--- src/rtl/aes_ctrl_pkg.sv ---
// Shared types and encodings for the AES-128 decryption sequencer.
// Holds the FSM state enum, the state-register mux select codes and the round count.
package aes_ctrl_pkg;

  typedef enum logic [3:0] {
    ST_IDLE      = 4'd0,
    ST_KEYEXP    = 4'd1,
    ST_LOAD      = 4'd2,
    ST_ARK_INIT  = 4'd3,
    ST_INV_SHIFT = 4'd4,
    ST_INV_SUB   = 4'd5,
    ST_ARK       = 4'd6,
    ST_INV_MIX   = 4'd7,
    ST_F_SHIFT   = 4'd8,
    ST_F_SUB     = 4'd9,
    ST_F_ARK     = 4'd10,
    ST_DONE      = 4'd11
  } state_e;

  localparam logic [2:0] SEL_MSG = 3'd0;
  localparam logic [2:0] SEL_ISR = 3'd1;
  localparam logic [2:0] SEL_ISB = 3'd2;
  localparam logic [2:0] SEL_ARK = 3'd3;
  localparam logic [2:0] SEL_IMC = 3'd4;

  localparam int NUM_ROUNDS = 10;

  // Every state between accepting Start and reaching DONE counts as busy.
  function automatic logic is_busy(input state_e s);
    return (s != ST_IDLE) && (s != ST_DONE);
  endfunction

endpackage

--- src/rtl/aes_decrypt_controller.sv ---
// Sequencing FSM for AES-128 decryption: key-expansion wait, initial AddRoundKey,
// nine inverse rounds and the final round, with registered Moore outputs.
module aes_decrypt_controller
  import aes_ctrl_pkg::*;
#(
  parameter int unsigned KEYEXP_CYCLES = 12
) (
  input  logic       CLK,
  input  logic       RESET,
  input  logic       AES_START,
  output logic       AES_DONE,
  output logic       BUSY,
  output logic       KEYEXP_EN,
  output logic       STATE_LD,
  output logic [2:0] STATE_SEL,
  output logic [1:0] MIX_WORD,
  output logic [3:0] KEY_IDX,
  output logic       MSG_DEC_LD
);

  localparam logic [7:0] WAIT_INIT = 8'(KEYEXP_CYCLES - 1);
  localparam logic [3:0] KEY_FIRST = 4'(NUM_ROUNDS);

  state_e     state_q, state_d;
  logic [7:0] wait_q, wait_d;
  logic [3:0] rnd_q, rnd_d;
  logic [1:0] word_q, word_d;

  logic       busy_d, done_d, kx_d, ld_d, msg_d;
  logic [2:0] sel_d;
  logic [1:0] mix_d;
  logic [3:0] key_d;

  // Next-state and counter update; a low Start in any busy state aborts to IDLE.
  always_comb begin
    state_d = state_q;
    wait_d  = wait_q;
    rnd_d   = rnd_q;
    word_d  = word_q;
    case (state_q)
      ST_IDLE: begin
        if (AES_START) begin
          state_d = ST_KEYEXP;
          wait_d  = WAIT_INIT;
        end else begin
          state_d = ST_IDLE;
        end
      end
      ST_KEYEXP: begin
        if (wait_q == 8'd0) begin
          state_d = ST_LOAD;
        end else begin
          wait_d = wait_q - 8'd1;
        end
      end
      ST_LOAD:      state_d = ST_ARK_INIT;
      ST_ARK_INIT: begin
        state_d = ST_INV_SHIFT;
        rnd_d   = 4'd9;
      end
      ST_INV_SHIFT: state_d = ST_INV_SUB;
      ST_INV_SUB:   state_d = ST_ARK;
      ST_ARK: begin
        state_d = ST_INV_MIX;
        word_d  = 2'd0;
      end
      ST_INV_MIX: begin
        word_d = word_q + 2'd1;
        if (word_q == 2'd3) begin
          if (rnd_q == 4'd1) begin
            state_d = ST_F_SHIFT;
          end else begin
            state_d = ST_INV_SHIFT;
            rnd_d   = rnd_q - 4'd1;
          end
        end else begin
          state_d = ST_INV_MIX;
        end
      end
      ST_F_SHIFT:   state_d = ST_F_SUB;
      ST_F_SUB:     state_d = ST_F_ARK;
      ST_F_ARK:     state_d = ST_DONE;
      ST_DONE: begin
        if (!AES_START) begin
          state_d = ST_IDLE;
        end else begin
          state_d = ST_DONE;
        end
      end
      default:      state_d = ST_IDLE;
    endcase

    if (is_busy(state_q) && !AES_START) begin
      state_d = ST_IDLE;
    end else begin
      state_d = state_d;
    end

    if (state_d == ST_IDLE) begin
      wait_d = 8'd0;
      rnd_d  = 4'd0;
      word_d = 2'd0;
    end else begin
      wait_d = wait_d;
    end
  end

  // Output decode from the next state so the registered outputs line up with the state.
  always_comb begin
    busy_d = is_busy(state_d);
    done_d = (state_d == ST_DONE);
    kx_d   = (state_d == ST_KEYEXP);
    ld_d   = 1'b0;
    sel_d  = SEL_MSG;
    mix_d  = 2'd0;
    key_d  = 4'd0;
    msg_d  = 1'b0;
    case (state_d)
      ST_LOAD: begin
        ld_d  = 1'b1;
        sel_d = SEL_MSG;
      end
      ST_ARK_INIT: begin
        ld_d  = 1'b1;
        sel_d = SEL_ARK;
        key_d = KEY_FIRST;
      end
      ST_INV_SHIFT, ST_F_SHIFT: begin
        ld_d  = 1'b1;
        sel_d = SEL_ISR;
      end
      ST_INV_SUB, ST_F_SUB: begin
        ld_d  = 1'b1;
        sel_d = SEL_ISB;
      end
      ST_ARK: begin
        ld_d  = 1'b1;
        sel_d = SEL_ARK;
        key_d = rnd_d;
      end
      ST_INV_MIX: begin
        ld_d  = 1'b1;
        sel_d = SEL_IMC;
        mix_d = word_d;
      end
      ST_F_ARK: begin
        ld_d  = 1'b1;
        sel_d = SEL_ARK;
        key_d = 4'd0;
        msg_d = 1'b1;
      end
      default: begin
        ld_d  = 1'b0;
        sel_d = SEL_MSG;
      end
    endcase
  end

  // State, counters and registered outputs; reset clears everything asynchronously.
  always_ff @(posedge CLK or negedge RESET) begin
    if (!RESET) begin
      state_q    <= ST_IDLE;
      wait_q     <= 8'd0;
      rnd_q      <= 4'd0;
      word_q     <= 2'd0;
      AES_DONE   <= 1'b0;
      BUSY       <= 1'b0;
      KEYEXP_EN  <= 1'b0;
      STATE_LD   <= 1'b0;
      STATE_SEL  <= 3'd0;
      MIX_WORD   <= 2'd0;
      KEY_IDX    <= 4'd0;
      MSG_DEC_LD <= 1'b0;
    end else begin
      state_q    <= state_d;
      wait_q     <= wait_d;
      rnd_q      <= rnd_d;
      word_q     <= word_d;
      AES_DONE   <= done_d;
      BUSY       <= busy_d;
      KEYEXP_EN  <= kx_d;
      STATE_LD   <= ld_d;
      STATE_SEL  <= sel_d;
      MIX_WORD   <= mix_d;
      KEY_IDX    <= key_d;
      MSG_DEC_LD <= msg_d;
    end
  end

endmodule

--- config.mk ---
export PLATFORM = sky130hd
export DESIGN_NAME = aes_decrypt_controller
export DESIGN_NICKNAME = d
export VERILOG_FILES = /design/src/rtl/aes_ctrl_pkg.sv /design/src/rtl/aes_decrypt_controller.sv
export SDC_FILE = /design/constraint.sdc
export NUM_CORES = 1
export LEC_CHECK = 0
export BUFFER_PORTS_ARGS = -buffer_cell sky130_fd_sc_hd__clkbuf_2
export CAP_MARGIN = 20
export CORE_ASPECT_RATIO = 0.75
export CORE_UTILIZATION = 35
export DETAILED_ROUTE_END_ITERATION = 10
export GPL_ROUTABILITY_DRIVEN = 0
export PLACE_DENSITY = 0.61
export SLEW_MARGIN = 20
export SYNTH_ARGS = -nofsm -noshare
export SYNTH_HDL_FRONTEND = slang
export SYNTH_SLANG_ARGS = --single-unit
--- constraint.sdc ---
create_clock -name CLK -period 2.4 [get_ports CLK]
set_input_delay 0.12 -clock CLK [delete_from_list [all_inputs] [get_ports CLK]]
set_output_delay 0.12 -clock CLK [all_outputs]
set_load 0.01 [all_outputs]
==> results.yml <==
critical_path:
  critPathLaunchType: "register"
  timing.critical_path.arrival_ns: 2.37
  ff2ff_path_depth: 5
  timing.setup.critical_path_class: "register to register"
  worst_setup_path_end_kind: "register"
  timing.rr.start: "state_q[3]$_DFF_PN0_"
  ff2ff_setup_slack_ns: 0.21
  timing.rr.end: "KEY_IDX[3]$_DFF_PN0_"
  critical_path.max_fanout: 10
  cp.required_ns: 2.58
synth:
  postSynthNetCount: 187
  synth-edff-count: 0
  cell_taking_the_most_area_after_synthesis: "sky130_fd_sc_hd__dfrtp_1"
  yosys_warnings: 0
  syn-cell-area_um2: 1670
  post_synth_most_frequent_cells: "32 x sky130_fd_sc_hd__dfrtp_1, 29 x sky130_fd_sc_hd__nor2_1, 19 x sky130_fd_sc_hd__nand2_1, 15 x sky130_fd_sc_hd__a21oi_1, 14 x sky130_fd_sc_hd__nand3_1"
  cell_count_after_synthesis: 180
  ys_top_cells_by_area: "sky130_fd_sc_hd__dfrtp_1 48%, sky130_fd_sc_hd__nor2_1 6.5%, sky130_fd_sc_hd__a21oi_1 4.5%"
  synth_seq_cells: 32
  netlist.area_leader.share_pct: 47.94
  yosys.cell_count.top_type: "sky130_fd_sc_hd__dfrtp_1"
  synthesis.area_per_instance_um2: 9.280
  dominantRegCellSynth: "sky130_fd_sc_hd__dfrtp_1"
  ys_async_sr_fraction_pct: 100.0
  synth_cell_types: 44
  portion_of_the_post_synthesis_area_used_by_sequential_elements_pct: 47.94
layout:
  syn_to_final_growth_pct: 16.33
  n_antenna_cell: 0
  num-nets-final: 210
  layout.cells.non_filler: 261
  fillers: 442
  postLayoutCellArea_um2: 1943
  drive_above_1_share_pct: 19.61
timing:
  finalSetupTns_ns: 0
  worst_pin_slew_ns: 0.7939
  grt_setup_unrepaired: "false"
  timing.final.crit_share_pct: 91.20
  timing.max_slew.rel_slack_pct: 47.07
  final.min_clock_period_ns: 2.189
  finalClockSkew_ns: 0.01043
  clock.fmax_mhz: 456.9
  count_of_endpoints_failing_setup_in_the_final_report: 0
  hold_viol_final: 0
  drv_slew: 0
power:
  max-vdd-ir-drop_v: 0.0005037
  pwr_density_cell_nw_per_um2: 1185
  leakage_nw: 0.8637
  totalPowerFinal_mw: 2.303
routing:
  wire_length_reported_by_the_detailed_router_um: 3508
  drt_iter0_drc: 95
  detail_route.first_pass.iterations: 4
  viasPerCell: 5.165
  postRouteAntennaNets: 0
  wl_per_cell_um: 13.44
  detail_route.drc_violations: 0
  detailroute.via_count: 1348
clocking:
  cts_setup_buffers: 0
  clk_transition_reported_paths_ns: 0.07
  cts.sinks: 32
  htreeDepth: 2
  clk_path_buf_depth: 2
  clkLatencyLatePin_ns: 0.29
  tritoncts_clock_tree: "yes"
  tritoncts.num_buffers: 5
  clockRootBuffer: "sky130_fd_sc_hd__clkbuf_8"
die:
  boundaryPins: 17
  floorplan.initialDensity_pct: 36.96
  fp.dieH_um: 61.83
  die_width_um: 81.77
  coreArea_um2: 4519
  design.die.area_um2: 5055
  floorplan.rows: 21
placed_design:
  post_dp_cell_area_um2: 1822
  dp.final_hpwl_um: 2493
  buffer_ports.inserted: 16
  numPlacedInstances: 252
global_route:
  grt.met3_usage_pct: 4.380
  initial_antenna_violation_count: 0
  globalRouteMet1Util_pct: 23.26
  grt_pass1_vias: 1202
  grt_util_met2_pct: 21.72
  globalRoute.busiestLayer: "met1"
  grt_first_pass_wirelength_um: 5802
  pin_count_of_the_biggest_net_entering_global_routing: 33
  gr-usage-all-layers_pct: 15.72
  grt_remaining_overflow: 0
hold_path:
  worst_hold_path_type: "input pin to register"
  min_path_cells: 3
  holdCritStartpoint: "AES_START"
  worst_hold_path.endpoint: "state_q[3]$_DFF_PN0_"
job:
  max_cap_violations: 0
outcome:
  status: "completed"
## critical path: stages (launching register included)
cell                       delay (ns)
sky130_fd_sc_hd__dfrtp_1         0.47
sky130_fd_sc_hd__or4b_4          0.62
sky130_fd_sc_hd__nor4_2          0.22
sky130_fd_sc_hd__o21bai_1        0.24
sky130_fd_sc_hd__or3_4           0.47
sky130_fd_sc_hd__o41ai_1         0.07
## cells by family after synthesis
logic type | Yosys count | synth area share [%]
simple gates | 89 | 27.72
compound gates | 38 | 16.40
flops | 32 | 47.94
buf+inv | 16 | 4.269
fa+ha+maj | 4 | 2.996
mux | 1 | 0.6741
## through the flow
step	setup slack [ns]	utilization, %	hold WS [ns]
after global routing	0.06991	43.00	0.2572
after CTS	0.2110	43.00	0.2303
final	0.2113	43.00	0.2672
after floorplan	0.3581	-	-0.1756
after detailed placement	0.2145	40.31	0.2560
after global placement	0.2735	40.31	0.2446
## registers in the layout, summed over array words and instances (netlist names)
signal / flops
STATE_SEL: 3
state_q: 4
MIX_WORD: 2
wait_q: 8
rnd_q: 4
STATE_LD: 1
AES_DONE: 1
word_q: 2
KEYEXP_EN: 1
MSG_DEC_LD: 1
KEY_IDX: 4
BUSY: 1
## cell type report
cell class	instances	area (um^2)	share of cell area [%]
Sequential cell	32	800.8	41.21
Clock inverter	3	42.54	2.189
Inverter	11	41.29	2.125
Tap cell	57	71.32	3.670
Multi-Input combinational cell	132	798.3	41.08
Clock buffer	5	68.82	3.542
Timing Repair Buffer	21	120.1	6.182
## worst max path at each step
stage	startpoint	to	slack, ns	cells after the start
3_3_place_gp	state_q[3]$_DFF_PN0_	KEY_IDX[3]$_DFF_PN0_	0.27	5
4_1_cts	state_q[3]$_DFF_PN0_	KEY_IDX[3]$_DFF_PN0_	0.21	5
6_report	state_q[3]$_DFF_PN0_	KEY_IDX[3]$_DFF_PN0_	0.21	5
3_5_place_dp	state_q[3]$_DFF_PN0_	KEY_IDX[3]$_DFF_PN0_	0.21	5
2_1_floorplan	state_q[3]$_DFF_PN0_	KEY_IDX[3]$_DFF_PN0_	0.36	7
5_1_grt	state_q[3]$_DFF_PN0_	KEY_IDX[3]$_DFF_PN0_	0.07	5
## layer usage
metal | wire, um | up-vias | part of all wire [%]
met2 | 1387 | 30 | 40
met4 | 22 | 0 | 0.63
met1 | 1958 | 640 | 56
li1 | - | 676 | -
met3 | 139 | 2 | 4.0
met5 | 0 | - | 0
## layout by cell type (no fill, tap or decap), types with 3 or more instances in the layout
cell type,n
sky130_fd_sc_hd__o21ai_0,3
sky130_fd_sc_hd__nor2_1,29
sky130_fd_sc_hd__nand3b_1,3
sky130_fd_sc_hd__nor3_1,7
sky130_fd_sc_hd__nand3_1,14
sky130_fd_sc_hd__a21oi_1,15
sky130_fd_sc_hd__buf_4,4
sky130_fd_sc_hd__inv_1,11
sky130_fd_sc_hd__dfrtp_1,32
sky130_fd_sc_hd__and2_1,3
sky130_fd_sc_hd__nand2_1,19
sky130_fd_sc_hd__ha_1,4
sky130_fd_sc_hd__clkbuf_8,5
sky130_fd_sc_hd__clkbuf_2,16
## what timing repair did
| action | 4_1_cts | 5_1_grt |
|---|---|---|
| endpoints found under the hold margin | 32 | 0 |
| hold buffers | 1 | 0 |
| gates resized for setup | 0 | 0 |
## power by group
group,internal [mW],switching (mW)
logic,0.422,0.588
clock network,0.307,0.208
registers,0.652,0.127
Power figures use the tool's default switching activity.
